### config.mk
export PLATFORM = sky130hd
export DESIGN_NAME = wb_stage
export DESIGN_NICKNAME = d
export VERILOG_FILES = /design/src/rtl/core_pkg.sv /design/src/rtl/load_align.sv /design/src/rtl/wb_stage.sv
export SDC_FILE = /design/constraint.sdc
export NUM_CORES = 1
export LEC_CHECK = 0
export CELL_PAD_IN_SITES_DETAIL_PLACEMENT = 0
export CELL_PAD_IN_SITES_GLOBAL_PLACEMENT = 1
export CORE_MARGIN = 5
export CORE_UTILIZATION = 30
export CTS_BUF_LIST = sky130_fd_sc_hd__clkbuf_2
export CTS_CLUSTER_SIZE = 16
export DETAILED_ROUTE_END_ITERATION = 16
export PLACE_DENSITY = 0.8
export SLEW_MARGIN = 0
export SYNTH_ARGS = -nofsm -noshare
export SYNTH_HDL_FRONTEND = slang
export SYNTH_HIERARCHICAL = 1
export SYNTH_SLANG_ARGS = --single-unit
export TNS_END_PERCENT = 20
### constraint.sdc
create_clock -name clk -period 1.9 [get_ports clk]
set_input_delay 0.475 -clock clk [delete_from_list [all_inputs] [get_ports clk]]
set_output_delay 0.475 -clock clk [all_outputs]
set_load 0.02 [all_outputs]
### src/rtl/core_pkg.sv
// Shared core encodings used by the write-back path and, later, the load/store unit.
//   wb_sel encodings  : WB_ALU, WB_MEM, WB_PC4 (2'b11 is reserved)
//   load funct3 codes : F3_LB, F3_LH, F3_LW, F3_LBU, F3_LHU
//   wb_stage states   : WB_IDLE, WB_WAIT_MEM
package core_pkg;

  localparam logic [1:0] WB_ALU = 2'b00;
  localparam logic [1:0] WB_MEM = 2'b01;
  localparam logic [1:0] WB_PC4 = 2'b10;

  localparam logic [2:0] F3_LB  = 3'b000;
  localparam logic [2:0] F3_LH  = 3'b001;
  localparam logic [2:0] F3_LW  = 3'b010;
  localparam logic [2:0] F3_LBU = 3'b100;
  localparam logic [2:0] F3_LHU = 3'b101;

  typedef enum logic {
    WB_IDLE     = 1'b0,
    WB_WAIT_MEM = 1'b1
  } wb_state_e;

endpackage

### src/rtl/load_align.sv
// Combinational load formatter: picks the byte/halfword/word addressed by
// offset out of a word-aligned memory read and sign/zero-extends it.
//   mem_rdata  : word-aligned read data
//   offset     : byte offset within the word (address[1:0])
//   funct3     : load type; unsupported codes behave as LW
//   data       : formatted value
//   misaligned : access does not fit its natural alignment
module load_align
  import core_pkg::*;
#(
  parameter int XLEN = 32
) (
  input  logic [XLEN-1:0] mem_rdata,
  input  logic [1:0]      offset,
  input  logic [2:0]      funct3,
  output logic [XLEN-1:0] data,
  output logic            misaligned
);

  logic [7:0]  byte_sel;
  logic [15:0] half_sel;

  always_comb begin
    case (offset)
      2'd0:    byte_sel = mem_rdata[7:0];
      2'd1:    byte_sel = mem_rdata[15:8];
      2'd2:    byte_sel = mem_rdata[23:16];
      default: byte_sel = mem_rdata[31:24];
    endcase
    // Halfword lanes only exist at offsets 0 and 2; offset[0] flags misalignment.
    half_sel = offset[1] ? mem_rdata[31:16] : mem_rdata[15:0];

    data       = mem_rdata;
    misaligned = 1'b0;
    case (funct3)
      F3_LB:  data = {{(XLEN-8){byte_sel[7]}}, byte_sel};
      F3_LBU: data = {{(XLEN-8){1'b0}}, byte_sel};
      F3_LH: begin
        data       = {{(XLEN-16){half_sel[15]}}, half_sel};
        misaligned = offset[0];
      end
      F3_LHU: begin
        data       = {{(XLEN-16){1'b0}}, half_sel};
        misaligned = offset[0];
      end
      default: begin
        // LW and the unsupported encodings
        data       = mem_rdata;
        misaligned = |offset;
      end
    endcase
  end

endmodule

### src/rtl/wb_stage.sv
// Write-back stage. Accepts one retired instruction per handshake and issues a
// single-cycle registered register-file write. Non-loads write the cycle after
// acceptance; loads park in WB_WAIT_MEM until the data-memory response arrives.
//   clk, rst_n            : clock, async active-low reset
//   in_valid / in_ready   : upstream handshake
//   alu_result, pc_plus4, rd, reg_write, wb_sel, funct3 : retired instruction
//   mem_rvalid, mem_rdata : data-memory read response
//   rf_we, rf_waddr, rf_wdata : register-file write port (rf_we is a pulse)
//   misaligned            : pulse when a load is dropped for misalignment
module wb_stage
  import core_pkg::*;
#(
  parameter int XLEN       = 32,
  parameter int REG_ADDR_W = 5
) (
  input  logic                  clk,
  input  logic                  rst_n,
  input  logic                  in_valid,
  output logic                  in_ready,
  input  logic [XLEN-1:0]       alu_result,
  input  logic [XLEN-1:0]       pc_plus4,
  input  logic [REG_ADDR_W-1:0] rd,
  input  logic                  reg_write,
  input  logic [1:0]            wb_sel,
  input  logic [2:0]            funct3,
  input  logic                  mem_rvalid,
  input  logic [XLEN-1:0]       mem_rdata,
  output logic                  rf_we,
  output logic [REG_ADDR_W-1:0] rf_waddr,
  output logic [XLEN-1:0]       rf_wdata,
  output logic                  misaligned
);

  typedef struct packed {
    logic [XLEN-1:0]       alu_result;
    logic [XLEN-1:0]       pc_plus4;
    logic [REG_ADDR_W-1:0] rd;
    logic                  reg_write;
    logic [1:0]            wb_sel;
    logic [2:0]            funct3;
  } wb_req_t;

  wb_state_e       state;
  wb_req_t         req_in, cap;
  logic            accept;
  logic [XLEN-1:0] ld_data;
  logic            ld_mis;

  assign req_in = '{alu_result: alu_result, pc_plus4: pc_plus4, rd: rd,
                    reg_write: reg_write, wb_sel: wb_sel, funct3: funct3};

  assign in_ready = (state == WB_IDLE);
  assign accept   = in_valid && in_ready;

  // Writes to x0, non-writing instructions and the reserved select are squashed.
  function automatic logic write_ok(input wb_req_t r);
    return r.reg_write && (r.rd != '0) && (r.wb_sel != 2'b11);
  endfunction

  load_align #(.XLEN(XLEN)) u_align (
    .mem_rdata  (mem_rdata),
    .offset     (cap.alu_result[1:0]),
    .funct3     (cap.funct3),
    .data       (ld_data),
    .misaligned (ld_mis)
  );

  // Captured fields kept for debug visibility but not needed by the load path.
  logic unused_cap;
  assign unused_cap = ^{cap.pc_plus4, cap.alu_result[XLEN-1:2]};

  always_ff @(posedge clk or negedge rst_n) begin
    if (!rst_n) begin
      state      <= WB_IDLE;
      cap        <= '0;
      rf_we      <= 1'b0;
      rf_waddr   <= '0;
      rf_wdata   <= '0;
      misaligned <= 1'b0;
    end else begin
      rf_we      <= 1'b0;
      misaligned <= 1'b0;
      case (state)
        WB_IDLE: begin
          if (accept) begin
            cap <= req_in;
            if (wb_sel == WB_MEM) begin
              state <= WB_WAIT_MEM;
            end else begin
              rf_we    <= write_ok(req_in);
              rf_waddr <= rd;
              rf_wdata <= (wb_sel == WB_PC4) ? pc_plus4 : alu_result;
            end
          end
        end
        WB_WAIT_MEM: begin
          if (mem_rvalid) begin
            state <= WB_IDLE;
            if (ld_mis) begin
              // Response consumed, write dropped; port values stay put.
              misaligned <= 1'b1;
            end else begin
              rf_we    <= write_ok(cap);
              rf_waddr <= cap.rd;
              rf_wdata <= ld_data;
            end
          end
        end
        default: state <= WB_IDLE;
      endcase
    end
  end

endmodule

== Yosys cells after proc, flatten, opt, wreduce, memory -nomap -nowiden ==
Cells that the tools add are included.
Storage, ports and cells
  memory bits (writable): 0
  memory bits (read-only): 0
  bits in registers: 53
  memories kept: 0
  output and inout bits: 40
  latch bits: 0
  word-level logic and storage cells: 65
Operators by class
  bitwise gates (word level): 1
  multiplexer cells: 27
  divide/modulo/power cells: 0
  shifts and indexed selects: 0
  order comparisons: 0
  add/subtract/negate cells: 0
  reductions and logical operators: 14
  equal/unequal tests: 13
  multiply operators: 0
Operators with widths (count)
  $mux 32: 5
  $pmux 32 s4: 1
  $pmux 32 s2: 1
  $pmux 8 s3: 1
  $mux 5: 4
  $mux 16: 1
  $mux 1: 10
  $ne 2x2->1 const B: 5
  $pmux 5 s2: 1
  $reduce_bool 5->1: 2
  $eq 3x3->1 const B: 2
  $pmux 1 s2: 3
  $reduce_or 2->1: 3
  $logic_and 1x1->1: 5
  $eq 2x1->1 const B: 2
  $eq 2x2->1 const B: 2
  $reduce_and 4->1: 1
  $eq 3x1->1 const B: 1
  $logic_not 3->1: 1
  $logic_not 2->1: 1
  $ne 2x1->1 const B: 1
  $reduce_and 2->1: 1
  $not 1->1: 1

== Logic depth before layout (Yosys ltp) ==
  depth after elaboration: 6
  mapped depth: 9
  gate-level depth less buffers: 5

== By module ==
Netlist, hierarchy kept.
Modules (own cells, without submodules)
  wb_stage: area each 2974.1 µm², sequential area each 1326.3 µm², times used 1, cells an instance 289
  load_align: area each 799.5 µm², sequential area each 0.0 µm², times used 1, cells an instance 107

== Least setup slack after synthesis ==
No wires, ideal clock.
  path type: flip-flop to flip-flop
  start: reg cap[44] (netlist name)
  end: reg rf_waddr[0]
  arrival: 1730 ps
  data required time: 1772 ps
  setup time: 128 ps
  cell stages (with the launch flop): 9
  slack: 43 ps
  cells stage by stage: dfrtp_1 > buf_2 > buf_2 > nor2_1 > nor2_1 > nand3b_1 > o21a_1 > buf_6 > mux2_1
Between the ends
  word-level cells in the longest chain between the ends: 4
RTL lines
  from (decl): RTL line wb_stage.sv:44  | wb_req_t req_in, cap;
  from (signal assigned): RTL line wb_stage.sv:86  | cap <= req_in;
  $reduce_or 2->1: RTL line load_align.sv:49  | misaligned = |offset;
  $pmux 1 s2: RTL line load_align.sv:35  | case (funct3)
  via ld_mis: RTL line wb_stage.sv:47  | logic ld_mis;
  $ne 2x2->1 (no source line)
  $reduce_and 4->1 (no source line)
  to (signal assigned): RTL line wb_stage.sv:91  | rf_waddr <= rd;
  to (signal assigned): RTL line wb_stage.sv:104  | rf_waddr <= cap.rd;
  to (decl): RTL line wb_stage.sv:29  | output logic [REG_ADDR_W-1:0] rf_waddr,
The timed path passes the listed nets, and every way through them passes these cells.
A chain may end at the register's enable or synchronous reset.

== Worst setup path in the final report ==
  start: reg cap[43] (netlist name)
  end: reg rf_wdata[28]
Between the ends
  word-level cells in the longest chain between the ends: 6
  elaborated cells on any way between the ends: 12
  classes of those cells: eq/ne: 3; mux: 6; reduce/logical: 3
RTL lines
  $eq 2x2->1, or another cell as far along: RTL line load_align.sv:24  | case (offset)
  $pmux 8 s3 (*): RTL line load_align.sv:24
  $pmux 32 s4 (*): RTL line load_align.sv:35
  via ld_data[28]: RTL line wb_stage.sv:46  | logic [XLEN-1:0] ld_data;
  $mux 32 (*): RTL line wb_stage.sv:99  | if (ld_mis) begin
  $mux 32 (*): RTL line wb_stage.sv:97  | if (mem_rvalid) begin
  $pmux 32 s2 (*): RTL line wb_stage.sv:83  | case (state)
  to (signal assigned): RTL line wb_stage.sv:92  | rf_wdata <= (wb_sel == WB_PC4) ? pc_plus4 : alu_result;
  to (signal assigned): RTL line wb_stage.sv:105  | rf_wdata <= ld_data;
  to (decl): RTL line wb_stage.sv:30  | output logic [XLEN-1:0] rf_wdata,
Mark *: on every way through the listed nets, which the timed path passes. The rest lies on a longest branch. The select of a mux whose other input is x is not followed.

==> impl_metrics.tcl <==
set metrics [dict create \
    via_per_inst 5.48 \
    async_reset_ff_share_pct 100 \
    fin_ws_ns 0.0578 \
    maxSlewHeadroom_pct 70.6 \
    clk_latency_ns 0.44 \
    leakage_nw 2.51 \
    nets 668 \
    drive_gt1_share_pct 16.7 \
    antenna_found_initial 2 \
    cp.required_ns 2.26 \
    netlist_instances 396 \
    holdWs_ns 0.521 \
    numCtsBuffers 5 \
    core-area_mm2 0.0125 \
    endpoint_kind "flip-flop" \
    dieHeight_um 122 \
    area_growth_syn_to_layout_pct 52.0 \
    synth_edf_count 0 \
    worstSetupPathType "reg -> reg" \
    drt-initial-drc-count 225 \
    p_per_area_mw_per_mm2 688 \
    crit_slowest_cell "mux4_2" \
    timing.max_cap.violations 0 \
    clock_path_buffers 2 \
    die_area_mm2 0.0149 \
    stdcell_count 729 \
    status "finished clean" \
    start_kind "flip-flop" \
    drtAntennaViolNets 0 \
    cts_tree "yes" \
    ir_drop_mv 0.361 \
    pre_cts_slack_ns -0.411 \
    grt_usage_pct 18.6 \
    clkTransAtPathRegs_ns 0.26 \
    fin_crit_ns 1.84 \
    grt_pass1_vias 4128 \
    synth.distinct_cells 37 \
    setup_violations 0 \
    start_util_pct 30.3 \
    final_util_pct 46.0 \
    rsz0062_at_grt "true" \
    post-dp-hpwl_mm 11.1 \
    cts_sinks 53 \
    critical_path.max_fanout 8 \
    placed_cell_area_mm2 0.00566 \
    period_share_pct 97.0 \
    slew_violations 0 \
    grt_pass1_wl_mm 21.9 \
    grt_max_degree 54 \
    yosysSeqAreaShare_pct 35.1 \
    port_buffers 150 \
    crit_buf_inv 1 \
    htreeDepth 2 \
    drc 0 \
    slowest_delay_ns 0.61 \
    worstPathCellList "mux4_2, a22oi_4, buf_6, nand2_1, nor2_1, o31ai_1" \
    hold_viol_final 0 \
    dr_total_vias 3994 \
    yosysWarnings 6 \
    worstMarginPinSlew_ns 0.438 \
    mappedNetlistArea_mm2 0.00377 \
    synthFlopType "dfrtp_1" \
    hp-class "in -> async" \
    dpl.cell_count 717 \
    ys_seq_elements 53 \
    gp_congestion 0.927 \
    num_rows 41 \
    ios 151 \
    fmax_mhz 543 \
    syn_nets 507 \
    grt_overflow 0 \
    reg2reg_slack_ns 0.06 \
    wl_per_cell_um 20.0 \
    crit_family "multiplexers" \
    dr.pass1.iters 5 \
    fin_skew_ns 0.0120 \
    die_x_um 122 \
    wl_mm 14.6 \
    stdcell_area_mm2 0.00574 \
    cts-root-buf "clkbuf_2" \
    fin_tns_setup_ns 0 \
    worstPathArrival_ns 2.20 \
    avgSynthCellArea_um2 9.53 \
    p_total_mw 3.95 \
]
cell usage after synthesis (2+ instances only):
master    number  share of area, %
clkbuf_1      27               2.7
and3b_1       32               7.4
a211oi_1      32               6.4
nand2_1       19               1.9
buf_6          6               1.8
inv_1         12               1.2
mux2_1         5               1.5
o21ai_0       10               1.3
a22o_1         8               1.9
a221o_1        8               2.1
mux2_2        17               5.1
o31ai_1       32               6.4
mux4_1         7               4.9
nor2_1        43               4.3
buf_2         10               1.3
nand2b_1       3              0.50
o211ai_1      33               6.6
dfrtp_1       53                35
a21oi_1        9               1.2
nor2b_1        3              0.50
a311oi_1       8               1.9
or4_1          2              0.40
buf_1          3              0.30
cells in the final DEF (no fill, tap or decap), types with 2 or more instances in the layout:
cell             instances
o31ai_2                  2
dfrtp_2                  2
clkdlybuf4s50_1        109
mux2_1                   5
clkbuf_2                 5
nor2b_2                  2
a22o_1                   8
mux2_2                  17
a21oi_1                  9
a311oi_1                 8
o21ai_0                  9
o31ai_1                 30
or4_1                    2
a211oi_1                32
nor2_2                   3
mux4_1                   7
buf_6                    2
and3b_1                 32
nor2_1                  40
buf_12                   5
nand2b_2                 2
inv_1                   12
dlygate4sd2_1           39
buf_4                   42
dfrtp_1                 51
nand2_1                 18
o211ai_1                33
a221o_1                  8
area by class of cell:
class,instances,area [µm²]
clock buffers,5,25.0
flip-flops and latches,53,1330
diodes,1,2.50
well taps,172,215
repair buffers,200,1900
multi-input cells,284,2210
fillers,1238,6730
inverters,13,48.8
clock inverters,1,5.00
worst register-to-register path, delay by kind of cell, from the launching register on:
| kind | cells | cell delay [ns] |
|---|---|---|
| muxes | 1 | 0.61 |
| buffers and inverters | 1 | 0.16 |
| DFF | 1 | 0.47 |
| AOI/OAI and AO/OA | 2 | 0.37 |
| and+or+nand+nor | 2 | 0.16 |
registers in the layout, indices dropped and copies added, names as in the netlist:
| name | flops |
|---|---|
| rf_wdata | 32 |
| rf_we | 1 |
| rf_waddr | 5 |
| cap | 13 |
| misaligned | 1 |
| state | 1 |
logic make-up (layout without fill, tap and decap cells):
family,Yosys count,after routing,share of synthesized area [%]
AOI/OAI and AO/OA,144,145,28.9
muxes,30,30,12.0
other,0,1,0
and+or+nand+nor,109,109,16.3
buffers and inverters,60,219,7.59
DFF,53,53,35.1
routing by layer:
| metal | track usage [%] | routed length, µm | vias to the layer above |
|---|---|---|---|
| met1 | 22.7 | 5580 | 1894 |
| met4 | 6.79 | 503 | 2 |
| met5 | 0 | 13 | - |
| met3 | 5.71 | 1490 | 43 |
| met2 | 31.1 | 6980 | 209 |
| li1 | - | - | 1846 |
final timing paths:
path | endpoint | cells after the start | startpoint
min | rf_waddr[3] | 3 | rst_n
max reg2reg | rf_wdata[28] | 6 | cap[43]
max in group asynchronous | cap[1] | 3 | rst_n
min reg2reg | cap[5] | 2 | cap[5]
min in group clk | cap[5] | 2 | cap[5]
max | rf_wdata[28] | 6 | cap[43]
power by group:
group | leakage (nW) | total [mW] | switching, mW | internal (mW)
Combinational | 1.85 | 2.00 | 1.04 | 0.954
Sequential | 0.644 | 1.52 | 0.153 | 1.37
Clock | 0.0247 | 0.432 | 0.357 | 0.0750
Total | 2.51 | 3.95 | 1.55 | 2.40
timing repair:
| item | 4_1_cts | 5_1_grt |
|---|---|---|
| setup buffers | 2 | 1 |
| hold buffers | 1 | 0 |
| gates cloned | 0 | 1 |
| pin swaps | 0 | 4 |
| setup endpoints to repair | 58 | 36 |
| hold endpoints to repair | 53 | 0 |
| gates resized for setup | 41 | 16 |
No activity file was read; power rests on OpenSTA's default activity.
==> RTL change (same settings) <==
`REG_ADDR_W`: 5 -> 3.
--- a/src/rtl/wb_stage.sv
+++ b/src/rtl/wb_stage.sv
@@ -11,7 +11,7 @@
   import core_pkg::*;
 #(
   parameter int XLEN       = 32,
-  parameter int REG_ADDR_W = 5
+  parameter int REG_ADDR_W = 3
 ) (
   input  logic                  clk,
   input  logic                  rst_n,
Ports: changed (resized rd and rf_waddr); port bits go from 151 to 147. No check against the original RTL was run, so the function may have changed too.
==> RTL change against the original RTL <==
Synthesized area decreased by 4.7%; combinational power shrank 5%; worst setup slack worse by 0.039 ns; power decreased by 4.8%; cell area fell by 4.3%; fmax fell by 2.1%; sequential cell count fell by 4; routed wire length is 9.6% lower; critical endpoint is now rf_wdata[27]; highest routed layer is now met4.
==> RTL change: results (changes against the original RTL) <==
** Outcome
- Outcome :: complete, no violations (unchanged)

** Global routing
- The first-pass GRT wire length was 20600 microns (was 21900 microns).
- The largest net degree at the start of global routing came to 36 (was 54).
- The initial antenna violation count was 0 (was 2).
- The total track usage was 0.180 (was 0.186).

** STA
- Slew Limit Headroom :: 0.744 (was 0.706)
- Maximum clock frequency :: 532 MHz (was 543 MHz)
- The setup skew after layout was 0.0314 ns (was 0.0120 ns).
- The worst hold slack came to 0.432 ns (was 0.521 ns).

** Synthesis
- Compound-cell area share of the yosys netlist :: 0.302 (was 0.289)
- Net count of the mapped netlist :: 490 (was 507)
- Multiplexer share of the synthesized area :: 0.111 (was 0.120)
- The mean instance size in the synthesized netlist is 9.43 sq um (was 9.53 sq um).
- Cell types with the highest counts after synthesis: sky130_fd_sc_hd__dfrtp_1 (49), sky130_fd_sc_hd__nor2_1 (42), sky130_fd_sc_hd__a211oi_1 (32), sky130_fd_sc_hd__and3b_1 (32), sky130_fd_sc_hd__o211ai_1 (32) (was sky130_fd_sc_hd__dfrtp_1 (53), sky130_fd_sc_hd__nor2_1 (43), sky130_fd_sc_hd__o211ai_1 (33)).
- Cell types with the largest area share after synthesis :: sky130_fd_sc_hd__dfrtp_1 (34%), sky130_fd_sc_hd__and3b_1 (7.8%), sky130_fd_sc_hd__a211oi_1 (6.7%) (was sky130_fd_sc_hd__dfrtp_1 (35%), sky130_fd_sc_hd__and3b_1 (7.4%), sky130_fd_sc_hd__o211ai_1 (6.6%))

** Place
- PortBufs :: 146 (was 150)
- The post-place setup slack came to -0.429 ns (was -0.411 ns).
- The post-detailed-placement half-perimeter wirelength came to 10500 microns (was 11100 microns).
- The final weighted congestion in routability-driven placement was 0.861 (was 0.927).
- Area after detailed placement :: 5460 sq um (was 5660 sq um)

** Setup path
- The number of cell instances on the worst register-to-register path is 7 (was 6).
- The startpoint of the lowest-slack register-to-register path was cap[41] (was cap[43]).
- Crit path arrival time :: 2.24 ns (was 2.20 ns)
- R2R setup slack :: 0.02 ns (was 0.06 ns)
- The worst stage delay on the critical path was 0.59 ns (was 0.61 ns).

** CTS
- The maximum level of the CTS H-tree came to 2 (unchanged).
- The clock transition at the register clock pins on the worst setup and hold paths after CTS was 0.28 ns (was 0.26 ns).

** Detailed routing
- The number of DRC violations after detailed-routing iteration 0 came to 201 (was 225).
- The via count normalized by instance count came to 5.35 (was 5.48).
- The total number of vias was 3696 (was 3994).
- The number of iterations in the first detailed-routing pass is 4 (was 5).

** Power
- The maximum vdd ir drop came to 0.375 mV (was 0.361 mV).
- Leakage :: 0.00244 uW (was 0.00251 uW)

** Final layout
- The final-layout fill cell count came to 1174 (was 1238).
- The fraction of layout instances using a drive strength above 1 is 0.162 (was 0.167).
- The final-stage net count is 652 (was 668).
- The number of antenna diodes came to 0 (was 1).
- Biggest registers after layout :: rf_wdata x32, cap x11, rf_waddr x3 (was rf_wdata x32, cap x13, rf_waddr x5)
-- RTL change: changes by cell type after synthesis, moves of 2 or more --
cell / unedited run / this run
sky130_fd_sc_hd__mux2_1: 5 / 0
sky130_fd_sc_hd__dfrtp_1: 53 / 49
sky130_fd_sc_hd__clkbuf_1: 27 / 24
sky130_fd_sc_hd__nand2_1: 19 / 17
sky130_fd_sc_hd__nor3_1: 1 / 3
sky130_fd_sc_hd__or4_1: 2 / 0
-- RTL change: worst reg2reg max path: cells and delay by family, from the launching register on --
family                 cells  cell delay [ns]
multiplexers               1             0.59
flip-flops                 1             0.48
AO/OA/AOI/OAI              2             0.33
buffers and inverters      2             0.25
AND/OR/NAND/NOR            2             0.19
-- RTL change: what timing repair did --
action | 4_1_cts | 5_1_grt
hold endpoints to repair | 14 | 0
buffers inserted | 0 | 1
gates resized for setup | 40 | 3
endpoints found under the setup margin | 46 | 15
hold buffers | 1 | 0
-- RTL change: report_power, final --
group	switching (uW)	leakage, uW	internal (uW)
sequential	147	0.000597	1270
combinational	971	0.00181	935
clock	353	0.0000304	87.7
total	1470	0.00244	2290
-- RTL change: layout make-up --
type	count	area (sq um)	share of cell area
Clock inverter	3	17.5	0.00319
Inverter	12	45.0	0.00821
Multi-Input combinational cell	275	2100	0.383
Timing Repair Buffer	200	1890	0.344
Sequential cell	49	1230	0.224
Clock buffer	5	25.0	0.00456
Tap cell	147	184	0.0335
-- RTL change: logic make-up (layout without fill, tap and decap cells) --
group,after synthesis,count (layout)
compound gates,143,143
flops,49,49
buf+inv,57,220
simple gates,107,107
mux,25,25
-- RTL change: per-layer routing --
metal  up-vias  wire [microns]  track usage
li1       1799               -            -
met1      1763            5930        0.239
met2       126            6280        0.304
met3         8             871       0.0432
met4         0              95       0.0286
met5         -               0            0
